--- config.mk ---
export PLATFORM = sky130hd
export DESIGN_NAME = decoder_drive_seq
export DESIGN_NICKNAME = d
export VERILOG_FILES = /design/src/rtl/decoder_drive_seq.sv
export SDC_FILE = /design/constraint.sdc
export NUM_CORES = 1
export LEC_CHECK = 0
export ABC_AREA = 1
export CAP_MARGIN = 20
export CORE_MARGIN = 8
export CORE_UTILIZATION = 51
export DETAILED_ROUTE_END_ITERATION = 7
export PLACE_DENSITY = 0.77
export SLEW_MARGIN = 40
export SYNTH_ARGS = -nofsm -noshare
export SYNTH_HDL_FRONTEND = slang
export SYNTH_SLANG_ARGS = --single-unit
--- constraint.sdc ---
create_clock -name clk -period 3 [get_ports clk]
set_clock_uncertainty 0.2 [all_clocks]
set_input_delay 0.6 -clock clk [delete_from_list [all_inputs] [get_ports clk]]
set_output_delay 0.6 -clock clk [all_outputs]
set_load 0.005 [all_outputs]
--- src/rtl/decoder_drive_seq.sv ---
// Channel scan sequencer driving the enable/select of a 2-to-4 decoder, with a
// one-cycle break-before-make gap between channels. SEQ_ONESHOT_EN: stop after one pass.
module decoder_drive_seq #(
  parameter int DWELL_W = 4
) (
  input  logic               clk,
  input  logic               rst_n,
  input  logic               start,
  input  logic               stop,
  input  logic [DWELL_W-1:0] dwell,
  input  logic [3:0]         ch_mask,
  output logic [1:0]         sel,
  output logic               d_en,
  output logic               busy,
  output logic               wrap
);

`ifdef SEQ_ONESHOT_EN
  localparam bit ONESHOT = 1'b1;
`else
  localparam bit ONESHOT = 1'b0;
`endif

  typedef enum logic [1:0] {IDLE, RUN, GAP} state_t;

  state_t             state_q, state_d;
  logic [1:0]         sel_q, sel_d;
  logic [DWELL_W-1:0] cnt_q, cnt_d;
  logic               d_en_q, d_en_d;
  logic               busy_q, busy_d;
  logic               wrap_q, wrap_d;
  logic               gap_idle_q, gap_idle_d;

  logic [DWELL_W-1:0] dwell_eff;
  logic [1:0]         first_ch;
  logic [1:0]         next_ch;

  assign dwell_eff = (dwell == '0) ? DWELL_W'(1) : dwell;

  always_comb begin
    first_ch = 2'd0;
    for (int i = 3; i >= 0; i--)
      if (ch_mask[i]) first_ch = 2'(i);
  end

  // First set bit strictly after sel_q, searching cyclically; falls back to sel_q itself.
  always_comb begin
    logic       found;
    logic [1:0] idx;
    found   = 1'b0;
    next_ch = sel_q;
    idx     = sel_q;
    for (int k = 1; k <= 4; k++) begin
      idx = sel_q + 2'(k);
      if (!found && ch_mask[idx]) begin
        next_ch = idx;
        found   = 1'b1;
      end
    end
  end

  always_comb begin
    state_d    = state_q;
    sel_d      = sel_q;
    cnt_d      = cnt_q;
    wrap_d     = 1'b0;
    gap_idle_d = gap_idle_q;
    if (stop) begin
      state_d = IDLE;
    end else begin
      case (state_q)
        IDLE: if (start && ch_mask != 4'd0) begin
          state_d = RUN;
          sel_d   = first_ch;
          cnt_d   = dwell_eff;
        end
        RUN: begin
          if (cnt_q > DWELL_W'(1)) begin
            cnt_d = cnt_q - DWELL_W'(1);
          end else begin
            // Mask is sampled once here; the GAP cycle just carries out the decision.
            state_d = GAP;
            if (ch_mask == 4'd0) begin
              gap_idle_d = 1'b1;
            end else begin
              sel_d      = next_ch;
              wrap_d     = (next_ch <= sel_q);
              gap_idle_d = ONESHOT && (next_ch <= sel_q);
            end
          end
        end
        GAP: begin
          if (gap_idle_q) begin
            state_d = IDLE;
          end else begin
            state_d = RUN;
            cnt_d   = dwell_eff;
          end
        end
        default: state_d = IDLE;
      endcase
    end
    d_en_d = (state_d == RUN);
    busy_d = (state_d != IDLE);
  end

  always_ff @(posedge clk or negedge rst_n) begin
    if (!rst_n) begin
      state_q    <= IDLE;
      sel_q      <= 2'd0;
      cnt_q      <= '0;
      d_en_q     <= 1'b0;
      busy_q     <= 1'b0;
      wrap_q     <= 1'b0;
      gap_idle_q <= 1'b0;
    end else begin
      state_q    <= state_d;
      sel_q      <= sel_d;
      cnt_q      <= cnt_d;
      d_en_q     <= d_en_d;
      busy_q     <= busy_d;
      wrap_q     <= wrap_d;
      gap_idle_q <= gap_idle_d;
    end
  end

  assign sel  = sel_q;
  assign d_en = d_en_q;
  assign busy = busy_q;
  assign wrap = wrap_q;

endmodule
==> Yosys cells after proc, flatten, opt, wreduce, memory -nomap -nowiden <==
Cells that the tools add are included.
{ "word_totals": {"reg_bits": 12, "input_bits": 12, "out_inout_bits": 5} }
{ "classes": {"add_sub_neg": 4, "order_cmp": 6, "eq_ne": 8, "muxes": 38, "bitwise_logic": 2, "reduce_logical": 17} }
{ "op_table": {"columns": ["op", "n"], "rows": [
  ["2-bit two-way mux", 14],
  ["4-bit two-way mux", 4],
  ["1-bit two-way mux", 13],
  ["2-bit by 3-bit < comparator with 1-bit output (second input constant)", 4],
  ["4-bit case mux with 3 select lines", 1],
  ["2-bit != test (second input constant)", 5],
  ["5-bit AND reduction", 2],
  ["1-bit binary-select mux with 2-bit select", 4],
  ["4-bit logical NOT", 2],
  ["2-bit case mux with 3 select lines", 1],
  ["2-bit adder (second input constant)", 2],
  ["2-bit by 1-bit == test with 1-bit output (second input constant)", 2],
  ["4-bit by 1-bit greater-than comparator with 1-bit output (second input constant)", 1],
  ["1-bit logical AND", 4],
  ["2-bit case mux with 2 select lines", 1],
  ["2-bit nonzero test", 2],
  ["4-bit nonzero test", 1],
  ["4-bit by 1-bit subtractor with 4-bit output (second input constant)", 1],
  ["1-bit logical NOT", 3],
  ["3-bit AND reduction", 1],
  ["3-bit nonzero test", 1],
  ["2-bit by 1-bit adder with 2-bit output (second input constant)", 1],
  ["2-bit == test (second input constant)", 1],
  ["2-bit less-or-equal comparator", 1],
  ["other kinds (2)", 3]
]} }

==> Logic depth before layout (Yosys ltp) <==
{ "logic_depth": {"ltp_word": 18, "ltp_mapped": 16, "ltp_nobuf": 15} }

==> Least setup slack after synthesis <==
No wires, ideal clock.
{ "synth_path": {"path_type": "in2reg", "from": "input ch_mask[1]", "to": "register wrap_q, in the netlist wrap", "arrival_ns": 1.889, "path_slack_ns": 0.839, "stages": 15, "n_path_buf": 0, "path_cell_list": "inv_1 -> nand2_1 -> nand2_1 -> nand2_1 -> nand2_1 -> inv_1 -> nor2_4 -> nand3_1 -> and2_1 -> ha_1 -> inv_1 -> nor2_1 -> o21ai_0 -> nand2_1 -> nor2_1"} }
{ "synth_via": {"elab_chain_cells": 17, "elab_cells_between_ends": 27, "classes_between": "order compare: 1; mux: 19; reduce/logical: 7"} }
{ "synth_rtl": {"columns": ["element", "line", "rtl"], "rows": [
  ["from (decl)", "11", "input logic [3:0] ch_mask,"],
  ["1-bit binary-select mux with 2-bit select", "55", "if (!found && ch_mask[idx]) begin"],
  ["1-bit two-way mux (implied by the code)", "55", null],
  ["1-bit two-way mux", "55", null],
  ["1-bit logical NOT", "55", null],
  ["1-bit logical AND", "55", null],
  ["1-bit two-way mux", "55", null],
  ["1-bit logical NOT", "55", null],
  ["1-bit logical AND", "55", null],
  ["[... 2 more ...]", null, null],
  ["1-bit logical AND", "55", null],
  ["2-bit two-way mux", "55", null],
  ["2-bit less-or-equal comparator", "87", "wrap_d = (next_ch <= sel_q);"],
  ["1-bit two-way mux *", "83", "if (ch_mask == 4'd0) begin"],
  ["1-bit two-way mux *", "78", "if (cnt_q > DWELL_W'(1)) begin"],
  ["1-bit two-way mux *", "71", "case (state_q)"],
  ["1-bit two-way mux *", "68", "if (stop) begin"],
  ["via wrap_d", "31", "logic wrap_q, wrap_d;"],
  ["to (signal assigned)", "122", "wrap_q <= wrap_d;"],
  ["to (decl)", "31", null]
]} }
The timed path passes the listed nets; every way through them passes the cells marked *. The select of a mux whose other input is x is not followed.
A chain may end at the register's enable or synchronous reset.

==> Final worst setup path <==
Same ends and word-level chain as after synthesis.

==> impl_metrics.env <==
export IMPL_cts_made_buffers=3
export IMPL_grt_pass1_wl_um=3850
export IMPL_finalPower_mw=1.12
export IMPL_endpoint_kind="flip-flop"
export IMPL_wl_met2_um=1050
export IMPL_p_per_area_mw_per_mm2=960
export IMPL_cp_required_ps=3020
export IMPL_power_frac_seq_pct=25.2
export IMPL_routedWlPerCell_um=12.7
export IMPL_synth_top_area_share_pct=31.1
export IMPL_place_ws_ps=161
export IMPL_routed_wl_met3_um=67
export IMPL_drcViolationCount=0
export IMPL_cts_root_buf="clkbuf_4"
export IMPL_ys_top_cells_by_area="dfrtp_1 31%, nand2_1 12%, ha_1 5.2%"
export IMPL_synth_cell_types=29
export IMPL_cts_hold_buf=0
export IMPL_relSlewSlack_pct=62.9
export IMPL_dr_pass1_iters=4
export IMPL_vias=881
export IMPL_synth_area_per_cell_um2=7.36
export IMPL_grt_overflow_total=0
export IMPL_synthCells=131
export IMPL_power_leakage_nw=0.556
export IMPL_grt_max_degree=14
export IMPL_wl_met1_um=1060
export IMPL_ir_drop_mv=0.461
export IMPL_dp_hpwl_um=1720
export IMPL_ys_ff_latch=12
export IMPL_clk_latency_ps=290
export IMPL_post_route_period_util_pct=85.1
export IMPL_synth_top_family_by_area="simple AND/OR/NAND/NOR gates"
export IMPL_p_sw_mw=0.552
export IMPL_cts_buffer_depth=2
export IMPL_nets=166
export IMPL_cts_tree="yes"
export IMPL_fmax_mhz=392
export IMPL_start_util_pct=55.3
export IMPL_synth_nets=147
export IMPL_core_rowCount=15
export IMPL_synth_fa_ha_area_share_pct=5.19
export IMPL_crit_arrival_ps=2580
export IMPL_clkPwrFrac_pct=12.2
export IMPL_synth_mux_area_share_pct=0
export IMPL_setup_viol=0
export IMPL_antenna_found_initial=0
export IMPL_wl_um=2210
export IMPL_yosysWarnings=0
export IMPL_ios=17
export IMPL_clk_pin_slew_ps=90
export IMPL_layout_drive_gt1_share_pct=16.1
export IMPL_worstSetupStartpointType="primary input"
export IMPL_tightest_slew_ps=555
export IMPL_whs_ps=305
export IMPL_vias_per_cell=5.06
export IMPL_rsz0062_at_grt="no"
export IMPL_cts_setup_buffers=0
export IMPL_netlist_area_um2=965
export IMPL_drv_cap=0
export IMPL_totalNegativeSetupSlack_ps=0
export IMPL_synth_simple_area_share_pct=38.7
export IMPL_top_layer="met4"
export IMPL_fin_crit_ps=2550
export IMPL_yosysSeqAreaShare_pct=31.1
export IMPL_track_usage_pct=13.8
export IMPL_setup_slack_ps=447
export IMPL_n_antenna_cell=0
export IMPL_path_max_fanout=4
export IMPL_htreeDepth=1
export IMPL_drt_antenna_violating_nets=0
export IMPL_internal_power_mw=0.572
export IMPL_cts_resized=0
export IMPL_grt_pass1_vias=903
export IMPL_switching_share_pct=49.1
export IMPL_synth_xor_area_share_pct=0.908
export IMPL_synth_compound_area_share_pct=15.3
export IMPL_gp_congestion=0.850
export IMPL_die_height_um=59.5
export IMPL_cts_num_sinks=12
export IMPL_io_buffers=16
export IMPL_area_growth_pct=21.3
export IMPL_path_class="in -> reg"
export IMPL_drtIter0Drc=20
export IMPL_run_status="complete, no violations"
export IMPL_p_comb_share_pct=62.6
export IMPL_fp_dieW_um=59.5
export IMPL_yosysTopAreaCell="dfrtp_1"
export IMPL_drv_slew=0
export IMPL_hold_viol=0
export IMPL_core_area_mm2=0.00175
export IMPL_hold_class="reg -> reg"
export IMPL_die_area_mm2=0.00354
cell usage after synthesis:
library cell / instances
a21boi_0: 1
a21oi_1: 6
a21oi_2: 1
a31oi_1: 2
a31oi_4: 1
and2_1: 1
buf_6: 2
dfrtp_1: 12
ha_1: 4
inv_1: 12
inv_2: 3
inv_4: 1
nand2_1: 32
nand2_2: 5
nand2_4: 4
nand3_1: 9
nand3_2: 2
nand3b_1: 1
nor2_1: 13
nor2_2: 1
nor2_4: 1
nor3_1: 3
nor3_2: 1
nor4_1: 1
o211ai_1: 4
o21ai_0: 1
o21ai_1: 5
o31ai_1: 1
xor2_1: 1
worst paths after layout:
| check | from | endpoint | slack, ps | cells after the start |
|---|---|---|---|---|
| min | gap_idle_q$_DFFE_PN0P_ | gap_idle_q$_DFFE_PN0P_ | 310 | 2 |
| min in group asynchronous | rst_n | cnt_q[3]$_DFFE_PN0P_ | 460 | 1 |
| max | ch_mask[1] | wrap$_DFF_PN0_ | 450 | 16 |
| max in group asynchronous | rst_n | sel[0]$_DFFE_PN0P_ | 1770 | 1 |
| min reg2reg | gap_idle_q$_DFFE_PN0P_ | gap_idle_q$_DFFE_PN0P_ | 310 | 2 |
| max reg2reg | sel[0]$_DFFE_PN0P_ | wrap$_DFF_PN0_ | 620 | 14 |
routing by layer:
metal  global-route usage [%]  up-vias
li1                         -      469
met1                     17.1      397
met2                     23.3       12
met3                     2.60        3
met4                     4.08        0
met5                        0        -
worst max-delay path: stages:
cell and delay (ps):
clkdlybuf4s50_1 460, inv_1 110, nand2_1 60, nand2_1 100, nand2_1 50, nand2_1 90
inv_1 80, nor2_4 90, nand3_1 80, and2_1 160, ha_1 280, inv_1 60
nor2_1 30, o21ai_0 150, nand2_1 70, nor2_1 110
flip-flops by register name, summed over array words and instances, names as in the netlist:
signal      count
state_q         2
d_en            1
sel             2
cnt_q           4
wrap            1
gap_idle_q      1
busy            1
metrics by stage:
stage / instance area, µm² / util (%) / std cells
CTS: 1170 / 67.0 / 174
global placement: 1130 / 64.9 / 170
finish: 1170 / 67.0 / 174
global route: 1170 / 67.0 / 174
floorplan: 965 / - / 131
detailed placement: 1130 / 64.9 / 170
power groups by stage:
stage / clock network, mW / logic [mW] / registers (mW)
CTS: 0.138 / 0.708 / 0.282
floorplan: 0 / 0.581 / 0.256
global placement: 0 / 0.685 / 0.281
detailed placement: 0 / 0.704 / 0.284
finish: 0.138 / 0.703 / 0.283
global route: 0.142 / 0.814 / 0.292
cell usage in the layout, fill, tap and decap left out, drive strengths merged:
cell,count
nand3b,1
and2,1
nor2,15
a21oi,7
nor3,4
nor4,1
xor2,1
a31oi,3
ha,4
inv,16
clkbuf,4
o31ai,1
clkdlybuf4s50,16
o21ai,6
dfrtp,12
o211ai,4
a21boi,1
nand2,41
nand3,11
logic make-up after synthesis:
| family | Yosys count |
|---|---|
| buffers and inverters | 18 |
| AOI/OAI and AO/OA | 22 |
| adders and majority gates | 4 |
| DFF | 12 |
| and+or+nand+nor | 74 |
| xor gates and xnor gates | 1 |
layout make-up:
class / instances / area, µm²
inverter: 16 / 62.6
timing repair buffer: 16 / 160
fill: 158 / 576
tap: 25 / 31.3
sequential: 12 / 300
clock buffer: 4 / 36.3
multi-input combinational: 101 / 579
(Power assumes the default switching activity.)
